$ cat config.mk
export PLATFORM = sky130hd
export DESIGN_NAME = clock_display_scan
export DESIGN_NICKNAME = d
export VERILOG_FILES = /design/src/rtl/clock_display_scan.sv
export SDC_FILE = /design/constraint.sdc
export NUM_CORES = 1
export LEC_CHECK = 0
export CAP_MARGIN = 15
export CORE_MARGIN = 1
export CORE_UTILIZATION = 33
export CTS_CLUSTER_SIZE = 8
export DETAILED_ROUTE_END_ITERATION = 10
export GPL_ROUTABILITY_DRIVEN = 0
export GPL_TIMING_DRIVEN = 0
export SLEW_MARGIN = 10
export SYNTH_ARGS = -nofsm -noshare
export SYNTH_HDL_FRONTEND = slang
export SYNTH_SLANG_ARGS = --single-unit
$ cat constraint.sdc
create_clock -name clk -period 3.73 [get_ports clk]
set_clock_uncertainty 0.1 [all_clocks]
set_input_delay 0.746 -clock clk [delete_from_list [all_inputs] [get_ports clk]]
set_output_delay 0.746 -clock clk [all_outputs]
set_load 0.01 [all_outputs]
$ cat src/rtl/clock_display_scan.sv
// Six-digit HH.MM.SS seven-segment scanner. Samples hour/minute/second once per
// frame, converts them to BCD by repeated subtraction, and double-buffers the digits.
module clock_display_scan #(
  parameter int unsigned REFRESH_DIV = 8
) (
  input  logic        clk,
  input  logic        rst_n,
  input  logic [13:0] hour,
  input  logic [13:0] minute,
  input  logic [13:0] second,
  output logic [6:0]  seg,
  output logic [5:0]  an,
  output logic        dp
);

  localparam int unsigned CW = (REFRESH_DIV > 1) ? $clog2(REFRESH_DIV) : 1;
  localparam logic [3:0] DIGIT_DASH = 4'hA;

  typedef enum logic [1:0] {IDLE, CONV_H, CONV_M, CONV_S} conv_state_e;

  logic [CW-1:0]      cnt_q, cnt_d;
  logic [2:0]         idx_q, idx_d;
  logic               frame_start;
  conv_state_e        state_q, state_d;
  logic [13:0]        work_q, work_d;
  logic [3:0]         tens_q, tens_d;
  logic [13:0]        min_s_q, min_s_d;
  logic [13:0]        sec_s_q, sec_s_d;
  logic [5:0][3:0]    shadow_q, shadow_d;
  logic [5:0][3:0]    disp_q, disp_d;
  logic [3:0]         store_hi, store_lo;
  logic               store_en;
  logic [6:0]         seg_q;
  logic [5:0]         an_q;
  logic               dp_q;

  function automatic logic [6:0] seg_encode(input logic [3:0] d);
    case (d)
      4'd0:       seg_encode = 7'b1000000;
      4'd1:       seg_encode = 7'b1111001;
      4'd2:       seg_encode = 7'b0100100;
      4'd3:       seg_encode = 7'b0110000;
      4'd4:       seg_encode = 7'b0011001;
      4'd5:       seg_encode = 7'b0010010;
      4'd6:       seg_encode = 7'b0000010;
      4'd7:       seg_encode = 7'b1111000;
      4'd8:       seg_encode = 7'b0000000;
      4'd9:       seg_encode = 7'b0010000;
      DIGIT_DASH: seg_encode = 7'b0111111;
      default:    seg_encode = 7'b1111111;
    endcase
  endfunction

  assign frame_start = (idx_q == 3'd0) && (cnt_q == '0);

  always_comb begin
    cnt_d = cnt_q + CW'(1);
    idx_d = idx_q;
    if (cnt_q == CW'(REFRESH_DIV - 1)) begin
      cnt_d = '0;
      idx_d = (idx_q == 3'd5) ? 3'd0 : idx_q + 3'd1;
    end
  end

  // The frame-start edge already shows the freshly transferred buffer, so no
  // frame ever mixes two samples.
  assign disp_d = frame_start ? shadow_q : disp_q;

  always_comb begin
    // NOTE: every variable gets a default first so no path through the case infers a latch.
    state_d  = state_q;
    work_d   = work_q;
    tens_d   = tens_q;
    min_s_d  = min_s_q;
    sec_s_d  = sec_s_q;
    shadow_d = shadow_q;
    store_hi = DIGIT_DASH;
    store_lo = DIGIT_DASH;
    store_en = 1'b0;
    if (state_q == IDLE) begin
      if (frame_start) begin
        state_d = CONV_H;
        work_d  = hour;
        tens_d  = 4'd0;
        min_s_d = minute;
        sec_s_d = second;
      end
    end else begin
      if (work_q >= 14'd100) begin
        store_en = 1'b1;
      end else if (work_q >= 14'd10) begin
        work_d = work_q - 14'd10;
        tens_d = tens_q + 4'd1;
      end else begin
        store_hi = tens_q;
        store_lo = work_q[3:0];
        store_en = 1'b1;
      end
      if (store_en) begin
        tens_d = 4'd0;
        case (state_q)
          CONV_H: begin
            shadow_d[5] = store_hi;
            shadow_d[4] = store_lo;
            work_d      = min_s_q;
            state_d     = CONV_M;
          end
          CONV_M: begin
            shadow_d[3] = store_hi;
            shadow_d[2] = store_lo;
            work_d      = sec_s_q;
            state_d     = CONV_S;
          end
          default: begin
            shadow_d[1] = store_hi;
            shadow_d[0] = store_lo;
            state_d     = IDLE;
          end
        endcase
      end
    end
  end

  always_ff @(posedge clk or negedge rst_n) begin
    if (!rst_n) begin
      cnt_q    <= '0;
      idx_q    <= 3'd0;
      state_q  <= IDLE;
      work_q   <= '0;
      tens_q   <= '0;
      min_s_q  <= '0;
      sec_s_q  <= '0;
      // NOTE: the digit buffers are reset because they are displayed straight after reset.
      shadow_q <= '0;
      disp_q   <= '0;
      seg_q    <= 7'h7F;
      an_q     <= 6'h3F;
      dp_q     <= 1'b1;
    end else begin
      cnt_q    <= cnt_d;
      idx_q    <= idx_d;
      state_q  <= state_d;
      work_q   <= work_d;
      tens_q   <= tens_d;
      min_s_q  <= min_s_d;
      sec_s_q  <= sec_s_d;
      shadow_q <= shadow_d;
      disp_q   <= disp_d;
      seg_q    <= seg_encode(disp_d[idx_q]);
      an_q     <= ~(6'b000001 << idx_q);
      dp_q     <= !((idx_q == 3'd2) || (idx_q == 3'd4));
    end
  end

  assign seg = seg_q;
  assign an  = an_q;
  assign dp  = dp_q;

endmodule
## Word-level counts from Yosys, hierarchy flattened

Memory sizes are Yosys's and may differ from the RTL's. A register that Yosys moved wholly into a read port is not among the register bits.
Index checks and enable logic that the tools add are counted.

| word-level totals | value |
|---|---|
| register bits | 109 |
| memory bits (read-only) | 112 |
| input bits | 44 |
| output and inout bits | 14 |
| logic and storage cells | 84 |
| memories | 1 |

| operators by class | value |
|---|---|
| $add $sub $neg | 4 |
| $lt $le $gt $ge | 3 |
| equal/unequal tests | 8 |
| shifts and indexed selects | 1 |
| muxes and demuxes | 27 |
| bitwise gates (word level) | 3 |
| reduce and logical (&&, ||, !) cells | 16 |

Memories:

| memory | depth | bits a word | rd ports | clocked after memory_dff | write ports | RTL line | RTL |
|---|---|---|---|---|---|---|---|
| (name not given) | 16 | 7 | 1 | 1 | 0 | 38 | `case (d)` |

Operator list:

| kind | count |
|---|---|
| two-way mux 14 bit | 5 |
| two-way mux 4 bit | 10 |
| one-hot mux 14 bit (2 select lines) | 1 |
| two-way mux 24 bit | 1 |
| greater-or-equal comparator 14 x 4 -> 1 bit, second input constant | 1 |
| greater-or-equal comparator 14 x 7 -> 1 bit, second input constant | 1 |
| subtractor 14 x 4 -> 14 bit, second input constant | 1 |
| binary-select mux 4 bit (select 3 bit) | 1 |
| AND reduction 3 bit | 4 |
| equality test 3 bit, second input constant | 3 |
| adder 3 x 1 -> 3 bit, second input constant | 2 |
| logical NOT 3 bit | 2 |
| two-way mux 2 bit | 3 |
| two-way mux 3 bit | 2 |
| inverter 6 bit | 1 |
| left shift 1 x 3 -> 6 bit, first input constant | 1 |
| adder 4 x 1 -> 4 bit, second input constant | 1 |
| < comparator 3 x 4 -> 1 bit, second input constant | 1 |
| one-hot mux 2 bit (2 select lines) | 1 |
| AND reduction 2 bit | 2 |
| equality test 3 x 2 -> 1 bit, second input constant | 1 |
| two-way mux 1 bit | 3 |
| inequality test 3 x 2 -> 1 bit, second input constant | 1 |
| nonzero test 3 bit | 1 |
| 10 further kinds | 12 |

## Logic depth before layout (Yosys ltp)

Gate-level depths: netlist (run 1).

| logic depth | value |
|---|---|
| depth after elaboration | 6 |
| gate-level depth with buffers | 10 |
| depth with buffers taken out | 10 |

## Least setup slack after synthesis (run 1)

Ideal clock, no wire load.

| timing path | value |
|---|---|
| path type | flip-flop to flip-flop |
| start point | register cnt_q[0] |
| end point | register seg_q[3] (netlist: seg[3]) |
| setup time | 0.089 ns |
| arrival time | 2.170 ns |
| data required time | 3.541 ns |
| path slack | 1.371 ns |
| stages on the path, launching flop included | 10 |
| path buffers | 0 |
| clock period less this slack | 2.359 ns |
| cell sequence | dfrtp_1 > inv_1 > ha_1 > or2b_1 > mux2i_1 > nor2_1 > a2111oi_4 > ha_1 > o211a_1 > a211oi_1 |

| on the way | value |
|---|---|
| longest elaborated chain between the ends | 5 |

RTL lines:

| what | RTL line | RTL |
|---|---|---|
| start, declared | 21 | `logic [CW-1:0] cnt_q, cnt_d;` |
| start signal, assigned | 140 | `cnt_q <= cnt_d;` |
| logical NOT 3 bit | 54 | `assign frame_start = (idx_q == 3'd0) && (cnt_q == '0);` |
| logical AND 1 bit | 54 |  |
| two-way mux 24 bit | 67 | `assign disp_d = frame_start ? shadow_q : disp_q;` |
| binary-select mux 4 bit (select 3 bit) | 149 | `seg_q <= seg_encode(disp_d[idx_q]);` |
| two-way mux 4 bit (not written as such) | 149 |  |
| end, declared | 33 | `logic [6:0] seg_q;` |

Every way passes these cells. The select of a mux whose other input is x is not followed.
A chain may end at the register's enable or synchronous reset.

## Final worst setup path (run 1)

| timing path | value |
|---|---|
| start point | register cnt_q[0] |
| end point | register seg_q[6] (netlist: seg[6]) |

Same word-level chain as after synthesis.

==> results of run 1 <==
[state kept, by name, indices dropped and copies added (netlist names)]
register	cells
tens_q	4
shadow_q	24
an	6
disp_q	24
seg	7
sec_s_q	14
cnt_q	3
state_q	2
work_q	14
dp	1
idx_q	3
min_s_q	14
[synth_stat cells, drive strengths merged (3+ instances only)]
master / number / area share
a221oi: 9 / 0.016
o211a: 3 / 0.0066
ha: 19 / 0.042
dfstp: 14 / 0.064
mux2: 37 / 0.073
inv: 21 / 0.014
nor3: 11 / 0.011
nor4: 5 / 0.0081
and3b: 4 / 0.0061
a22oi: 8 / 0.011
mux2i: 5 / 0.0088
a21oi: 3 / 0.0046
nor2: 18 / 0.018
o21ai: 39 / 0.038
nand2: 128 / 0.086
clkbuf: 9 / 0.0059
a211oi: 10 / 0.013
and2: 5 / 0.0055
dfrtp: 102 / 0.45
a31oi: 4 / 0.0044
buf: 14 / 0.016
a222oi: 4 / 0.0070
o211ai: 5 / 0.0074
and3: 4 / 0.0044
nand3: 13 / 0.014
o31ai: 10 / 0.014
[kinds of logic (layout without fill, tap and decap cells)]
kind of cell	Yosys count	count (layout)	synth area share
AND/OR/NAND/NOR	198	198	0.168
flip-flops	116	116	0.511
AO/OA/AOI/OAI	113	113	0.158
buffers and inverters	44	134	0.0355
multiplexers	42	42	0.0817
adder cells (fa/ha/maj)	19	19	0.0416
XOR/XNOR	3	3	0.00460
[how the worst min path moves through the flow]
stage | startpoint | end | slack [ps] | cells after the start
after floorplan | cnt_q[0] | cnt_q[0] | 330 | 1
after global placement | cnt_q[0] | cnt_q[0] | 350 | 1
after detailed placement | shadow_q[17] | disp_q[17] | 350 | 2
after CTS | rst_n | idx_q[1] | 210 | 1
after global routing | rst_n | idx_q[1] | 230 | 1
final | rst_n | disp_q[19] | 190 | 1
[metal layers]
| layer | GRT usage | wire length (um) | vias up |
|---|---|---|---|
| met2 | 0.264 | 6490 | 103 |
| met3 | 0.0373 | 545 | 10 |
| met1 | 0.199 | 5860 | 2028 |
| met5 | 0 | 0 | - |
| met4 | 0.0644 | 121 | 0 |
| li1 | - | - | 2064 |
[critical path, stage by stage, from the launching register on]
cell and delay, ps:
dfrtp_1 390, inv_1 60, ha_1 190, or2b_1 300
mux2i_1 190, nor2_1 90, a2111oi_4 590, inv_2 120
ha_1 250, nor4_1 290, a311oi_1 70
[layout make-up]
type	count	area share
plain buffers	23	0.0172
clock buffers	20	0.0635
clock inverters	12	0.0214
inverters	21	0.0110
multi-input cells	375	0.360
flip-flops and latches	116	0.406
well taps	220	0.0382
repair buffers	58	0.0833
[per-stage QoR]
step | total power [mW] | setup TNS [ps]
after detailed placement | 3.65 | 0
after global routing | 5.65 | 0
after global placement | 3.59 | -280020
after floorplan | 3.12 | 0
after CTS | 5.35 | 0
final | 5.29 | 0
[power by group through the flow]
stage / combinational, mW / clock [mW] / sequential (mW)
after global routing: 1.91 / 1.76 / 1.99
final: 1.68 / 1.67 / 1.94
after CTS: 1.70 / 1.70 / 1.94
after global placement: 1.64 / 0 / 1.95
after detailed placement: 1.69 / 0 / 1.96
after floorplan: 1.22 / 0 / 1.90
==> impl_metrics.csv, run 1 <==
group,metric,value,unit
critical_path,end_kind,"flip-flop",
logic_synthesis,ys_seq_area_frac,0.511,
cts,insertion_delay,410,ps
logic_synthesis,avgSynthCellArea,10.7,um^2
cts,cts_tree,"done",
detailed_routing,routed_wl,13000,um
critical_path,cp_max_fo,9,
timing,layout_min_cycle_time,2720,ps
detailed_routing,ant_nets,0,
critical_path,startpoint,"cnt_q[0]",
detailed_routing,via_per_inst,4.98,
timing,hold-worst-slack,195,ps
power,sw_frac_of_total,0.339,
critical_path,crit_required,3960,ps
critical_path,r2r-end,"seg[6]",
timing,fmax,367,MHz
cts,cts_buffers,17,
final_layout,stdcell_count,845,
cts,clkTransAtPathRegs,60,ps
final_layout,final_common_cell,"nand2_1",
critical_path,r2r_cells,10,
final_layout,mostFrequentLayoutCells,"nand2_1 (125), dfrtp_1 (102), clkdlybuf4s50_1 (56), mux2_2 (35), o21ai_0 (34)",
critical_path,arrival,2950,ps
placement,dpl.hpwl,9700,um
critical_path,critPathKind,"reg2reg",
power,peakVddDrop,0.000421,V
grt,globalRouteOverflowTotal,0,
cts,cts_hold_buf,0,
final_layout,fin_area,7200,um^2
cts,htree_num_levels,4,
min_path,hp-class,"in2async",
logic_synthesis,synthFlopType,"dfrtp_1",
detailed_routing,drc_errors,0,
timing,setup_viol,0,
cts,postCtsSetupRepairBufs,0,
die,initial_utilization,0.341,
placement,numPortBuffers,57,
grt,grt_max_degree,63,
critical_path,r2r_start,"cnt_q[0]",
timing,rsz0062_at_grt,"no",
cts,max-clock-path-buffers,2,
grt,antenna_found_initial,0,
final_layout,seqCellArea,2920,um^2
die,die_height,134,um
die,rows,47,
grt,grt_pass1_vias,4350,
timing,worst_slew_pin_slew,643,ps
logic_synthesis,syn-num-nets,598,
final_layout,multi_input_area,2590,um^2
power,p_seq_frac,0.367,
power,p_switching,1.79,mW
cts,clockRootBuffer,"clkbuf_16",
detailed_routing,wl_per_cell,15.4,um
die,die_x,134,um
die,die_area,17800,um^2
logic_synthesis,ys_warn_count,0,
timing,setup_slack,1010,ps
final_layout,drive_gt1_frac,0.200,
timing,relSlewSlack,0.571,
critical_path,start_kind,"flip-flop",
logic_synthesis,synthesis.area,5710,um^2
grt,grtUsageTotal,0.159,
detailed_routing,drtPass1Iterations,7,
power,p_leak,3.16,nW
power,comb_power_share,0.317,
placement,dp_cells,813,
final_layout,synthToLayoutAreaGrowth,26.0,%
placement,dp_slack,1030,ps
critical_path,r2r_slack,1010,ps
die,io_pins,58,
timing,period_share,0.730,
logic_synthesis,synth_seq_cells,116,
placement,place_area,6590,um^2
logic_synthesis,synthCells,535,
status,status,"complete, no violations",
timing,report.final.slew_viol_count,0,
flow_run,maxCapViolations,0,
final_layout,fill_cells,1592,
critical_path,worstSetupEndpoint,"seg[6]",
logic_synthesis,synth_edf_count,0,
grt,grt_pass1_wl,22200,um
final_layout,utilization,0.429,
cts,clkSinkCount,116,
final_layout,nets,675,
power,clkPwrFrac,0.315,
power,power.density,735,nW/um^2
timing,final-hold-violation-count,0,
cts,post_cts_resized,0,
logic_synthesis,ys_types,71,
detailed_routing,vias,4205,
die,core,16800,um^2
final_layout,antenna_cells,0,
power,p_int,3.50,mW
logic_synthesis,async_flop_share,1.00,
detailed_routing,drtIter0Drc,206,
No activity file was read; power rests on OpenSTA's default activity.
==> run 2: changes to the inputs <==
==> constraint.sdc (replaced) <==
create_clock -name clk -period 2.32 [get_ports clk]
set_clock_uncertainty 0.1 [all_clocks]
set_input_delay 0.464 -clock clk [delete_from_list [all_inputs] [get_ports clk]]
set_output_delay 0.464 -clock clk [all_outputs]
set_load 0.01 [all_outputs]
==> run 2 against run 1 <==
  * Critical endpoint unchanged
  * Count of clock-buffer cells in the layout grew 5
  * Cell count is 2.1% higher
  * Largest power group unchanged
  * Hold slack better by 180 ps
  * The run now ends with setup timing left
  * Critical path type unchanged
  * Sequential power grew 62%
==> impl_metrics.csv, run 2 (synthesized netlist as in run 1, its figures left out) <==
group,metric,value,unit
detailed_routing,drtPass1Iterations,5,
placement,dp_slack,-338,ps
min_path,hold_depth,2,
timing,setup_viol,1,
critical_path,arrival,2530,ps
critical_path,cp_slowest_cell,"dfrtp_1",
die,initial_utilization,0.341,
die,io_pins,58,
detailed_routing,via_per_inst,5.11,
die,rows,47,
power,power.density,1140,nW/um^2
detailed_routing,ant_nets,0,
timing,worst_slew_pin_slew,562,ps
final_layout,synthToLayoutAreaGrowth,32.2,%
placement,dpl.hpwl,9760,um
grt,grt_max_degree,65,
min_path,hp-class,"reg2reg",
critical_path,cpPeakStageDelay,380,ps
status,status,"finished with violations",
final_layout,drive_gt1_frac,0.269,
cts,clkSinkCount,116,
critical_path,end_kind,"flip-flop",
critical_path,start_kind,"flip-flop",
cts,insertion_delay,410,ps
min_path,holdPathEnd,"disp_q[5]",
detailed_routing,drtIter0Drc,247,
cts,cts_buffers,17,
timing,report.final.slew_viol_count,0,
die,die_x,134,um
timing,setup_slack,-3.42,ps
final_layout,nets,696,
grt,grt_pass1_vias,4555,
final_layout,antenna_cells,0,
die,die_area,17800,um^2
placement,numPortBuffers,57,
critical_path,cp_max_fo,4,
final_layout,fill_cells,1563,
critical_path,critical_path.cell_chain,"inv_2 -> ha_4 -> or2b_1 -> mux2i_1 -> nor2_1 -> a2111oi_4 -> inv_2 -> buf_4 -> buf_4 -> a311oi_1",
final_layout,final_common_cell,"nand2_1",
critical_path,r2r_slack,-3,ps
detailed_routing,wl_per_cell,16.0,um
die,die_height,134,um
die,core,16800,um^2
cts,clkTransAtPathRegs,60,ps
cts,clockRootBuffer,"clkbuf_16",
grt,grt_pass1_wl,23100,um
critical_path,r2r_start,"cnt_q[0]",
status,failed_checks,"setup timing",
critical_path,crit_required,2530,ps
timing,period_share,1.00,
final_layout,largestRegisters,"disp_q (24), shadow_q (24)",
critical_path,critPathBufInv,4,
grt,grtUsageTotal,0.166,
final_layout,mostFrequentLayoutCells,"nand2_1 (124), dfrtp_1 (101), clkdlybuf4s50_1 (56), mux2_2 (35), o21ai_0 (33)",
timing,relSlewSlack,0.626,
timing,rsz0062_at_grt,"yes",
timing,fin_tns_setup,-3.42,ps
timing,layout_min_cycle_time,2320,ps
final_layout,utilization,0.450,
min_path,hold_start,"disp_q[5]",
grt,antenna_found_initial,0,
detailed_routing,vias,4407,
timing,fmax,430,MHz
grt,globalRouteOverflowTotal,0,
power,p_leak,3.27,nW
timing,final-hold-violation-count,0,
critical_path,crit_family,"compound AO/OA/AOI/OAI gates",
critical_path,r2r-end,"seg[6]",
critical_path,r2r_cells,10,
detailed_routing,routed_wl,13800,um
critical_path,crit_cells,10,
cts,htree_num_levels,4,
cts,max-clock-path-buffers,2,
detailed_routing,drc_errors,0,
flow_run,maxCapViolations,0,
cts,cts_tree,"done",
critical_path,critPathKind,"reg2reg",
power,peakVddDrop,0.000641,V
-- run 2: cell types whose count changed in the layout (fill, tap and decap cells not counted), sizes merged --
cell,before,now
clkinv,5,2
inv,22,21
clkbuf,29,34
buf,16,36
clkinvlp,3,1
bufinv,3,1
dlygate4sd3,0,1
-- run 2: worst max path at each step --
stage | startpoint | end
2_1_floorplan | cnt_q[0] | seg[3]
3_3_place_gp | rst_n | sec_s_q[9]
3_5_place_dp | cnt_q[0] | seg[5]
4_1_cts | cnt_q[1] | seg[0]
5_1_grt | cnt_q[1] | seg[6]
6_report | cnt_q[0] | seg[6]
-- run 2: repair_timing --
| item | in CTS | in global routing |
|---|---|---|
| pin swaps | 10 | 16 |
| endpoints found under the setup margin | 34 | 38 |
| gates resized for setup | 25 | 26 |
| buffers inserted | 7 | 13 |
| gates cloned | 0 | 0 |
| hold buffers | 1 | 0 |
| hold endpoints to repair | 38 | 0 |
-- run 2: per-stage QoR --
step                      hold WS, ps  power, mW  instances  area [um^2]
after floorplan                  68.4       5.01        535         5710
after global placement            347       5.77        812         6560
after detailed placement          353       5.88        813         6590
after CTS                         373       8.47        850         7300
after global routing              402       9.23        863         7550
final                             372       8.64        863         7550
-- run 2: area by class of cell --
class	instances	area (um^2)	area share
timing repair buffer	79	759	0.101
clock buffer	25	505	0.0670
clock inverter	4	47.5	0.00630
buffer	23	131	0.0174
multi-input combinational	375	2830	0.374
tap	220	275	0.0365
sequential	116	2920	0.387
inverter	21	81.3	0.0108
-- run 2: tightest hold or removal path, stage by stage (launching register included) --
cell and delay (ps):
dfrtp_1 340, nand2_1 50, nand2_1 50
-- run 2: metal layers --
metal,global-route usage,wire (um),vias to the layer above,share of wire
li1,-,-,2098,-
met1,0.206,6130,2168,0.44
met2,0.280,6940,119,0.50
met3,0.0407,543,22,0.039
met4,0.0593,216,0,0.016
met5,0,0,-,0
-- run 2: report_power, final --
part	switching (mW)	internal [mW]	leakage [nW]	total, mW
combinational	1.64	1.41	1.59	3.05
sequential	0.470	2.68	1.40	3.15
clock	0.856	1.59	0.271	2.45
==> run 3: changes to the inputs <==
--- a/config.mk
+++ b/config.mk
@@ -16,3 +16,4 @@
 export SYNTH_ARGS = -nofsm -noshare
 export SYNTH_HDL_FRONTEND = slang
 export SYNTH_SLANG_ARGS = --single-unit
+export TNS_END_PERCENT = 100
==> results of run 3 <==
The final DEF is identical to that of run 2; final timing and power are the same.
